$ cat src/rtl/fifo_pkg.sv
// -----------------------------------------------------------------------------
// fifo_pkg
// Shared definitions for the per-class queue bank that feeds the round-robin
// arbiter: default geometry, flow-control thresholds, the number of queues in
// the bank, err_code bit positions and the encoding of count update actions.
// -----------------------------------------------------------------------------
package fifo_pkg;

  localparam int FIFO_DATA_BITS       = 8;
  localparam int FIFO_ADDR_BITS       = 2;
  localparam int FIFO_ALMOST_FULL_TH  = 3;
  localparam int FIFO_ALMOST_EMPTY_TH = 1;

  // Number of queues in the bank; the arbiter's buf_empty vector is this wide.
  localparam int FIFO_QUEUE_COUNT     = 4;

  // Bit positions inside err_code (sticky-error build only).
  localparam int ERR_OVF_BIT          = 0;
  localparam int ERR_UDF_BIT          = 1;

  // Count update selected by {push accepted, pop accepted}.
  typedef enum logic [1:0] {
    CNT_HOLD = 2'b00,
    CNT_DEC  = 2'b01,
    CNT_INC  = 2'b10,
    CNT_BOTH = 2'b11
  } cnt_op_e;

endpackage

$ cat src/rtl/fifo_mem.sv
// -----------------------------------------------------------------------------
// fifo_mem
// Dual-port register file, 2**ADDR_BITS words of DATA_BITS. Synchronous write,
// synchronous registered read. Storage is not reset; only the read register is.
//
// Ports:
//   clk      in   rising-edge clock
//   rst      in   asynchronous active-low reset (read register only)
//   we_i     in   write enable
//   waddr_i  in   write address
//   wdata_i  in   write data
//   re_i     in   read enable, loads rdata_o from raddr_i
//   raddr_i  in   read address
//   rdata_o  out  registered read data, holds when re_i is low
// -----------------------------------------------------------------------------
module fifo_mem
  import fifo_pkg::*;
#(
  parameter int DATA_BITS = FIFO_DATA_BITS,
  parameter int ADDR_BITS = FIFO_ADDR_BITS
) (
  input  logic                 clk,
  input  logic                 rst,
  input  logic                 we_i,
  input  logic [ADDR_BITS-1:0] waddr_i,
  input  logic [DATA_BITS-1:0] wdata_i,
  input  logic                 re_i,
  input  logic [ADDR_BITS-1:0] raddr_i,
  output logic [DATA_BITS-1:0] rdata_o
);

  localparam int DEPTH = 1 << ADDR_BITS;

  logic [DATA_BITS-1:0] mem_q [DEPTH];
  logic [DATA_BITS-1:0] rdata_q;

  // Storage write port; deliberately has no reset.
  always_ff @(posedge clk) begin
    if (we_i) begin
      mem_q[waddr_i] <= wdata_i;
    end
  end

  // Registered read port. A same-edge write to the read address returns the
  // old word, which is what a full FIFO doing push+pop needs.
  always_ff @(posedge clk or negedge rst) begin
    if (!rst) begin
      rdata_q <= {DATA_BITS{1'b0}};
    end else if (re_i) begin
      rdata_q <= mem_q[raddr_i];
    end
  end

  assign rdata_o = rdata_q;

endmodule

$ cat src/rtl/fifo_queue.sv
// -----------------------------------------------------------------------------
// fifo_queue
// Parameterised synchronous FIFO, one per traffic class upstream of the
// round-robin arbiter. Registered read data with a one-cycle valid strobe,
// combinational occupancy flags and an overflow/underflow error output.
//
// Build option: define FIFO_ERR_STICKY_EN to make error sticky until reset and
// to add the err_code[1:0] output (bit0 overflow seen, bit1 underflow seen).
//
// Ports:
//   clk           in   rising-edge clock
//   rst           in   asynchronous active-low reset
//   enb           in   block enable; low freezes all state
//   push          in   write request
//   data_in       in   write data
//   pop           in   read request
//   data_out      out  registered read data
//   valid_out     out  data_out holds a word popped on the previous edge
//   empty         out  count == 0
//   full          out  count == depth
//   almost_empty  out  count <= ALMOST_EMPTY_TH
//   almost_full   out  count >= ALMOST_FULL_TH
//   error         out  overflow/underflow indication
//   err_code      out  sticky {underflow, overflow} (FIFO_ERR_STICKY_EN only)
// -----------------------------------------------------------------------------
module fifo_queue
  import fifo_pkg::*;
#(
  parameter int DATA_BITS       = FIFO_DATA_BITS,
  parameter int ADDR_BITS       = FIFO_ADDR_BITS,
  parameter int ALMOST_FULL_TH  = FIFO_ALMOST_FULL_TH,
  parameter int ALMOST_EMPTY_TH = FIFO_ALMOST_EMPTY_TH
) (
  input  logic                 clk,
  input  logic                 rst,
  input  logic                 enb,
  input  logic                 push,
  input  logic [DATA_BITS-1:0] data_in,
  input  logic                 pop,
  output logic [DATA_BITS-1:0] data_out,
  output logic                 valid_out,
  output logic                 empty,
  output logic                 full,
  output logic                 almost_empty,
  output logic                 almost_full,
  output logic                 error
`ifdef FIFO_ERR_STICKY_EN
  ,
  output logic [1:0]           err_code
`endif
);

  localparam logic [ADDR_BITS:0] DEPTH_C = {1'b1, {ADDR_BITS{1'b0}}};
  localparam logic [ADDR_BITS:0] AF_TH_C = (ADDR_BITS+1)'(ALMOST_FULL_TH);
  localparam logic [ADDR_BITS:0] AE_TH_C = (ADDR_BITS+1)'(ALMOST_EMPTY_TH);

  logic [ADDR_BITS-1:0] wr_ptr_q, wr_ptr_d;
  logic [ADDR_BITS-1:0] rd_ptr_q, rd_ptr_d;
  logic [ADDR_BITS:0]   count_q, count_d;
  logic                 valid_q, valid_d;
  logic                 error_q, error_d;
`ifdef FIFO_ERR_STICKY_EN
  logic [1:0]           err_code_q, err_code_d;
`endif

  logic pop_acc_s;
  logic push_acc_s;
  logic ovf_s;
  logic udf_s;

  // Flags decode straight from count so they track it in the same cycle.
  assign empty        = (count_q == {(ADDR_BITS+1){1'b0}});
  assign full         = (count_q == DEPTH_C);
  assign almost_empty = (count_q <= AE_TH_C);
  assign almost_full  = (count_q >= AF_TH_C);

  // A pop is never accepted from an empty queue (no write-through), while a
  // push into a full queue is accepted only if a pop frees a slot this edge.
  assign pop_acc_s  = enb & pop & ~empty;
  assign push_acc_s = enb & push & (~full | pop_acc_s);
  assign ovf_s      = enb & push & full & ~pop_acc_s;
  assign udf_s      = enb & pop & empty;

  // Next-state for pointers, occupancy, valid strobe and error tracking.
  always_comb begin
    wr_ptr_d = wr_ptr_q;
    rd_ptr_d = rd_ptr_q;
    count_d  = count_q;
    valid_d  = pop_acc_s;
    error_d  = error_q;
`ifdef FIFO_ERR_STICKY_EN
    err_code_d = err_code_q;
`endif

    if (push_acc_s) begin
      wr_ptr_d = wr_ptr_q + 1'b1;
    end else begin
      wr_ptr_d = wr_ptr_q;
    end

    if (pop_acc_s) begin
      rd_ptr_d = rd_ptr_q + 1'b1;
    end else begin
      rd_ptr_d = rd_ptr_q;
    end

    case (cnt_op_e'({push_acc_s, pop_acc_s}))
      CNT_INC:  count_d = count_q + 1'b1;
      CNT_DEC:  count_d = count_q - 1'b1;
      CNT_HOLD: count_d = count_q;
      CNT_BOTH: count_d = count_q;
      default:  count_d = count_q;
    endcase

`ifdef FIFO_ERR_STICKY_EN
    err_code_d[ERR_OVF_BIT] = err_code_q[ERR_OVF_BIT] | ovf_s;
    err_code_d[ERR_UDF_BIT] = err_code_q[ERR_UDF_BIT] | udf_s;
    error_d                 = error_q | ovf_s | udf_s;
`else
    error_d = ovf_s | udf_s;
`endif
  end

  // Control state registers.
  always_ff @(posedge clk or negedge rst) begin
    if (!rst) begin
      wr_ptr_q <= {ADDR_BITS{1'b0}};
      rd_ptr_q <= {ADDR_BITS{1'b0}};
      count_q  <= {(ADDR_BITS+1){1'b0}};
      valid_q  <= 1'b0;
      error_q  <= 1'b0;
`ifdef FIFO_ERR_STICKY_EN
      err_code_q <= 2'b00;
`endif
    end else begin
      wr_ptr_q <= wr_ptr_d;
      rd_ptr_q <= rd_ptr_d;
      count_q  <= count_d;
      valid_q  <= valid_d;
      error_q  <= error_d;
`ifdef FIFO_ERR_STICKY_EN
      err_code_q <= err_code_d;
`endif
    end
  end

  fifo_mem #(
    .DATA_BITS (DATA_BITS),
    .ADDR_BITS (ADDR_BITS)
  ) u_mem (
    .clk     (clk),
    .rst     (rst),
    .we_i    (push_acc_s),
    .waddr_i (wr_ptr_q),
    .wdata_i (data_in),
    .re_i    (pop_acc_s),
    .raddr_i (rd_ptr_q),
    .rdata_o (data_out)
  );

  assign valid_out = valid_q;
  assign error     = error_q;
`ifdef FIFO_ERR_STICKY_EN
  assign err_code  = err_code_q;
`endif

endmodule
$ cat config.mk
export PLATFORM = sky130hd
export DESIGN_NAME = fifo_queue
export DESIGN_NICKNAME = d
export VERILOG_FILES = /design/src/rtl/fifo_pkg.sv /design/src/rtl/fifo_mem.sv /design/src/rtl/fifo_queue.sv
export SDC_FILE = /design/constraint.sdc
export NUM_CORES = 1
export LEC_CHECK = 0
export CAP_MARGIN = 20
export CORE_MARGIN = 2
export CORE_UTILIZATION = 50
export DETAILED_ROUTE_END_ITERATION = 10
export MAX_ROUTING_LAYER = met4
export PLACE_DENSITY_LB_ADDON = 0.2
export SLEW_MARGIN = 20
export SYNTH_ARGS = -nofsm -noshare
export SYNTH_HDL_FRONTEND = slang
export SYNTH_SLANG_ARGS = --single-unit
$ cat constraint.sdc
create_clock -name clk -period 5.5 [get_ports clk]
set_clock_uncertainty 0.1 [all_clocks]
set_input_delay 1.1 -clock clk [delete_from_list [all_inputs] [get_ports clk]]
set_output_delay 1.1 -clock clk [all_outputs]
set_load 0.02 [all_outputs]
# Yosys cells after proc, flatten, opt, wreduce, memory -nomap -nowiden
# Memories as Yosys holds them, arrays and structs flattened. A register that Yosys moved wholly into a read port is not among the register bits.
# Cells that the tools add are included.
[classes]
addsub = 4
order_cmp = 2
n_eq_ne = 4
muxes = 3
bitwise_logic = 12
reduce_logical = 4
[op_table]
columns = ["op", "count"]
rows = [
  ["$and 1x1->1", 7],
  ["$pmux 3 s2", 1],
  ["$add 2x1->2 const B", 2],
  ["$eq 2x2->1 const B", 2],
  ["$add 3x1->3 const B", 1],
  ["$eq 3x3->1 const B", 1],
  ["$ge 3x2->1 const B", 1],
  ["$le 3x1->1 const B", 1],
  ["$logic_not 3->1", 1],
  ["$not 1->1", 3],
  ["$sub 3x1->3 const B", 1],
  ["$eq 2x1->1 const B", 1],
  ["$logic_not 2->1", 1],
  ["$mux 1", 2],
  ["$or 1x1->1", 2],
  ["$reduce_or 2->1", 1],
  ["$logic_not 1->1", 1],
]
[totals]
register_bits = 9
ram_bits = 32
in_bits = 13
out_inout_bits = 14
wordCells = 35
memories = 1
[memory_table]
columns = ["memory", "words", "word_bits", "rd", "rd_clocked_by_memory_dff", "wr", "line_no", "source"]
rows = [
  ["u_mem.mem_q", 4, 8, 1, 1, 1, "fifo_mem.sv:34", "logic [DATA_BITS-1:0] mem_q [DEPTH];"],
]

# Depth between registers and ports, before layout
[depth]
word_depth = 7
ltp_mapped = 9
depth_no_buf = 9

# Hierarchy
# From an unflattened synthesis, not the netlist that was laid out.
[hier_totals]
cells_unflattened = 137
area_unflattened_um2 = 2072.0
[by_module_without_submodules]
columns = ["module", "n_inst", "cells_per_inst", "area_each_um2"]
rows = [
  ["fifo_mem", 1, 82, 1516.5],
  ["fifo_queue", 1, 55, 555.5],
]

# Worst setup path after synthesis
# No wires, ideal clock.
[synth_path]
path_kind = "flip-flop to output port"
start = "reg count_q[0]"
end = "out almost_full"
arrival_ns = 1.061
required_ns = 4.300
slack_ns = 3.239
stages_incl_launch_ff = 5
path_buffers = 0
path_cell_list = "dfrtp_1 -> ha_1 -> ha_1 -> nor2_1 -> o21ai_0"
[synth_between]
elab_chain_len = 1
[synth_rtl]
columns = ["element", "line_no", "source"]
rows = [
  ["start, declared", "fifo_queue.sv:59", "logic [ADDR_BITS:0] count_q, count_d;"],
  ["start signal, assigned", "fifo_queue.sv:129", "count_q <= {(ADDR_BITS+1){1'b0}};"],
  ["start signal, assigned", "fifo_queue.sv:138", "count_q <= count_d;"],
  ["$ge 3x2->1", "fifo_queue.sv:75", "assign almost_full = (count_q >= AF_TH_C);"],
  ["end, declared", "fifo_queue.sv:45", "output logic almost_full,"],
]
# Every way passes these cells.

# Final worst setup path
[layout_path]
start = "reg count_q[0]"
end = "out full"
[layout_between]
elab_chain_len = 1
[layout_rtl]
columns = ["element", "line_no", "source"]
rows = [
  ["$eq 3x3->1", "fifo_queue.sv:73", "assign full = (count_q == DEPTH_C);"],
  ["end, declared", "fifo_queue.sv:43", "output logic full,"],
]
# Every way passes these cells.

==> flow_metrics.tcl <==
set metrics [dict create \
    synthTopCellsByCount "32 x edfxtp_1, 17 x dfrtp_1, 10 x ha_1" \
    ys_seq_area_frac 0.673 \
    tightest_slew_ns 0.800 \
    die_h_um 68.2 \
    cts_tree "yes" \
    slew_viol_final 0 \
    drtAntennaViolNets 0 \
    ys_seq_elements 49 \
    drive_gt1_frac 0.171 \
    drt_iter0_drc 56 \
    layout_setup_ws_ns 2.45 \
    cp_max_fo 4 \
    cts_sinks 49 \
    crit_slowest_cell "clkdlybuf4s50_1" \
    cts_buffers 5 \
    synthFlopType "edfxtp_1" \
    cp.arrival_ns 1.85 \
    worstPathRequired_ns 4.30 \
    synth_nets 138 \
    power.total_mw 1.28 \
    crit_buf_inv 3 \
    layout.nets 168 \
    crit_path_start_kind "flop" \
    synth-compound-area-share 0.0207 \
    antenna_found_initial 0 \
    dp_hpwl_mm 2.26 \
    initial_utilization 0.519 \
    insertion_delay_ns 0.30 \
    hp-class "flop to flop" \
    routabilityCongestion 0.790 \
    io_buffers 26 \
    critPathTopFamily "buffers and inverters" \
    dpl_worst_slack_ns 2.26 \
    synthMuxAreaShare 0.156 \
    num_antenna_cells 0 \
    postSynthCellCount 115 \
    dieArea_sq_mm 0.00465 \
    end_kind "output port" \
    core_area_sq_mm 0.00397 \
    cpPeakStageDelay_ns 0.59 \
    async_flop_share 0.347 \
    ys_warn_count 0 \
    synth_xor_area_frac 0.0213 \
    cts-root-buf "clkbuf_8" \
    setup_violations 0 \
    avgSynthCellArea_sq_um 17.9 \
    crit_top_cell "inv_1" \
    grt_pass1_wl_mm 5.24 \
    period_share 0.554 \
    syn2layout_area_growth_pct 19.7 \
    hold_viol_final 0 \
    hold-worst-slack_ns 0.416 \
    grt_usage 0.171 \
    outcome "finished clean" \
    r2r_setup_slack_ns 3.06 \
    num_vias 1036 \
    critical_path_class "flop to output port" \
    drtPass1Iterations 4 \
    synthAdderAreaFrac 0.0608 \
    max_freq_mhz 328 \
    yosys.area_share.simple 0.0389 \
    htreeDepth 2 \
    relSlewSlack 0.465 \
    die_w_um 68.2 \
    via_per_inst 5.29 \
    grt_max_degree 18 \
    peakVddDrop_v 0.000366 \
    routed_wl_mm 3.32 \
    cts-resized-gates 0 \
    fp-row-count 23 \
    p_leak_nw 0.961 \
    ys_types 23 \
    yosys.area.top_type "edfxtp_1" \
    cp_cell_sequence "inv_1, ha_1, nand2_1, inv_1, clkdlybuf4s50_1" \
    postCtsSetupRepairBufs 0 \
    rsz0062_at_grt "no" \
    grt_overflow_total 0 \
    synth_area_leaders "edfxtp_1 47%, dfrtp_1 21%, mux4_2 8.7%" \
    powerDensity_mw_per_mm2 517 \
    synth_top_cell_area_share 0.467 \
    setup-tns-final_ns 0 \
    drt_drc_violations_left 0 \
    path_clk_slew_ns 0.08 \
    fin_crit_ns 3.05 \
    syn_area_sq_mm 0.00206 \
    clk_path_buf_depth 2 \
    grt_pass1_vias 1075 \
    synth_most_common_cell "edfxtp_1" \
    routedWlPerCell_um 16.9 \
    ctsHoldBuffers 0 \
    synth_edf_count 32 \
    place_area_sq_mm 0.00236 \
    design_area_sq_mm 0.00247 \
    maxCapViolCount 0 \
    ios 27 \
    synth_top_family_by_area "multiplexers" \
]
metal layers:
metal  up-vias  track usage  share of wire  routed length, um
li1        480            -              -                  -
met1       527        0.194           0.42               1410
met2        22        0.296           0.52               1740
met3         7       0.0444          0.040                133
met4         0       0.0525          0.011                 38
met5         -            -              0                  0
placed cells by master, fill, tap and decap left out, types with 3 or more instances in the layout:
master / netlist / layout
mux4_2: 8 / 8
and2_1: 4 / 4
mux2_4: 8 / 8
clkbuf_8: 0 / 5
edfxtp_1: 32 / 32
xnor2_1: 4 / 4
ha_1: 10 / 10
inv_1: 9 / 9
dfrtp_1: 17 / 17
nand2_1: 3 / 3
clkdlybuf4s50_1: 0 / 26
nor2_1: 3 / 3
metrics by stage:
stage,instances,utilization
4_1_cts,196,0.621
3_5_place_dp,188,0.593
3_3_place_gp,188,0.593
5_1_grt,196,0.621
2_1_floorplan,115,-
6_report,196,0.621
path summary, 6_finish.rpt:
path / startpoint / end / cells after the start
min in group asynchronous: rst / error / 1
worst min-delay path: u_mem.rdata_o[0] / u_mem.rdata_o[0] / 1
worst min register to register: u_mem.rdata_o[0] / u_mem.rdata_o[0] / 1
max in group asynchronous: rst / u_mem.rdata_o[7] / 1
worst max-delay path: count_q[0] / full / 5
worst max register to register: count_q[0] / count_q[2] / 8
flip-flops by register name, indices dropped and copies added, names as in the netlist:
register,cells
wr_ptr_q,2
rd_ptr_q,2
u_mem.rdata_o,8
u_mem.mem_q,32
count_q,3
error,1
valid_out,1
logic make-up (layout without fill, tap and decap cells):
logic type	Yosys count	count (layout)
XOR/XNOR	5	5
adder cells (fa/ha/maj)	10	10
AO/OA/AOI/OAI	7	7
AND/OR/NAND/NOR	14	14
buffers and inverters	12	43
flip-flops	49	49
multiplexers	18	18
power by group:
| part | internal [mW] | switching [mW] |
|---|---|---|
| logic | 0.262 | 0.206 |
| registers | 0.479 | 0.0811 |
| clock network | 0.134 | 0.115 |
final cells by class:
cell class              instances  area, sq um
well taps                      50         62.6
clock inverters                 3         41.3
multi-input cells              54          613
flip-flops and latches         49         1390
inverters                       9         33.8
repair buffers                 26          260
clock buffers                   5         68.8
fillers                       283         1510
(Power assumes the default switching activity.)
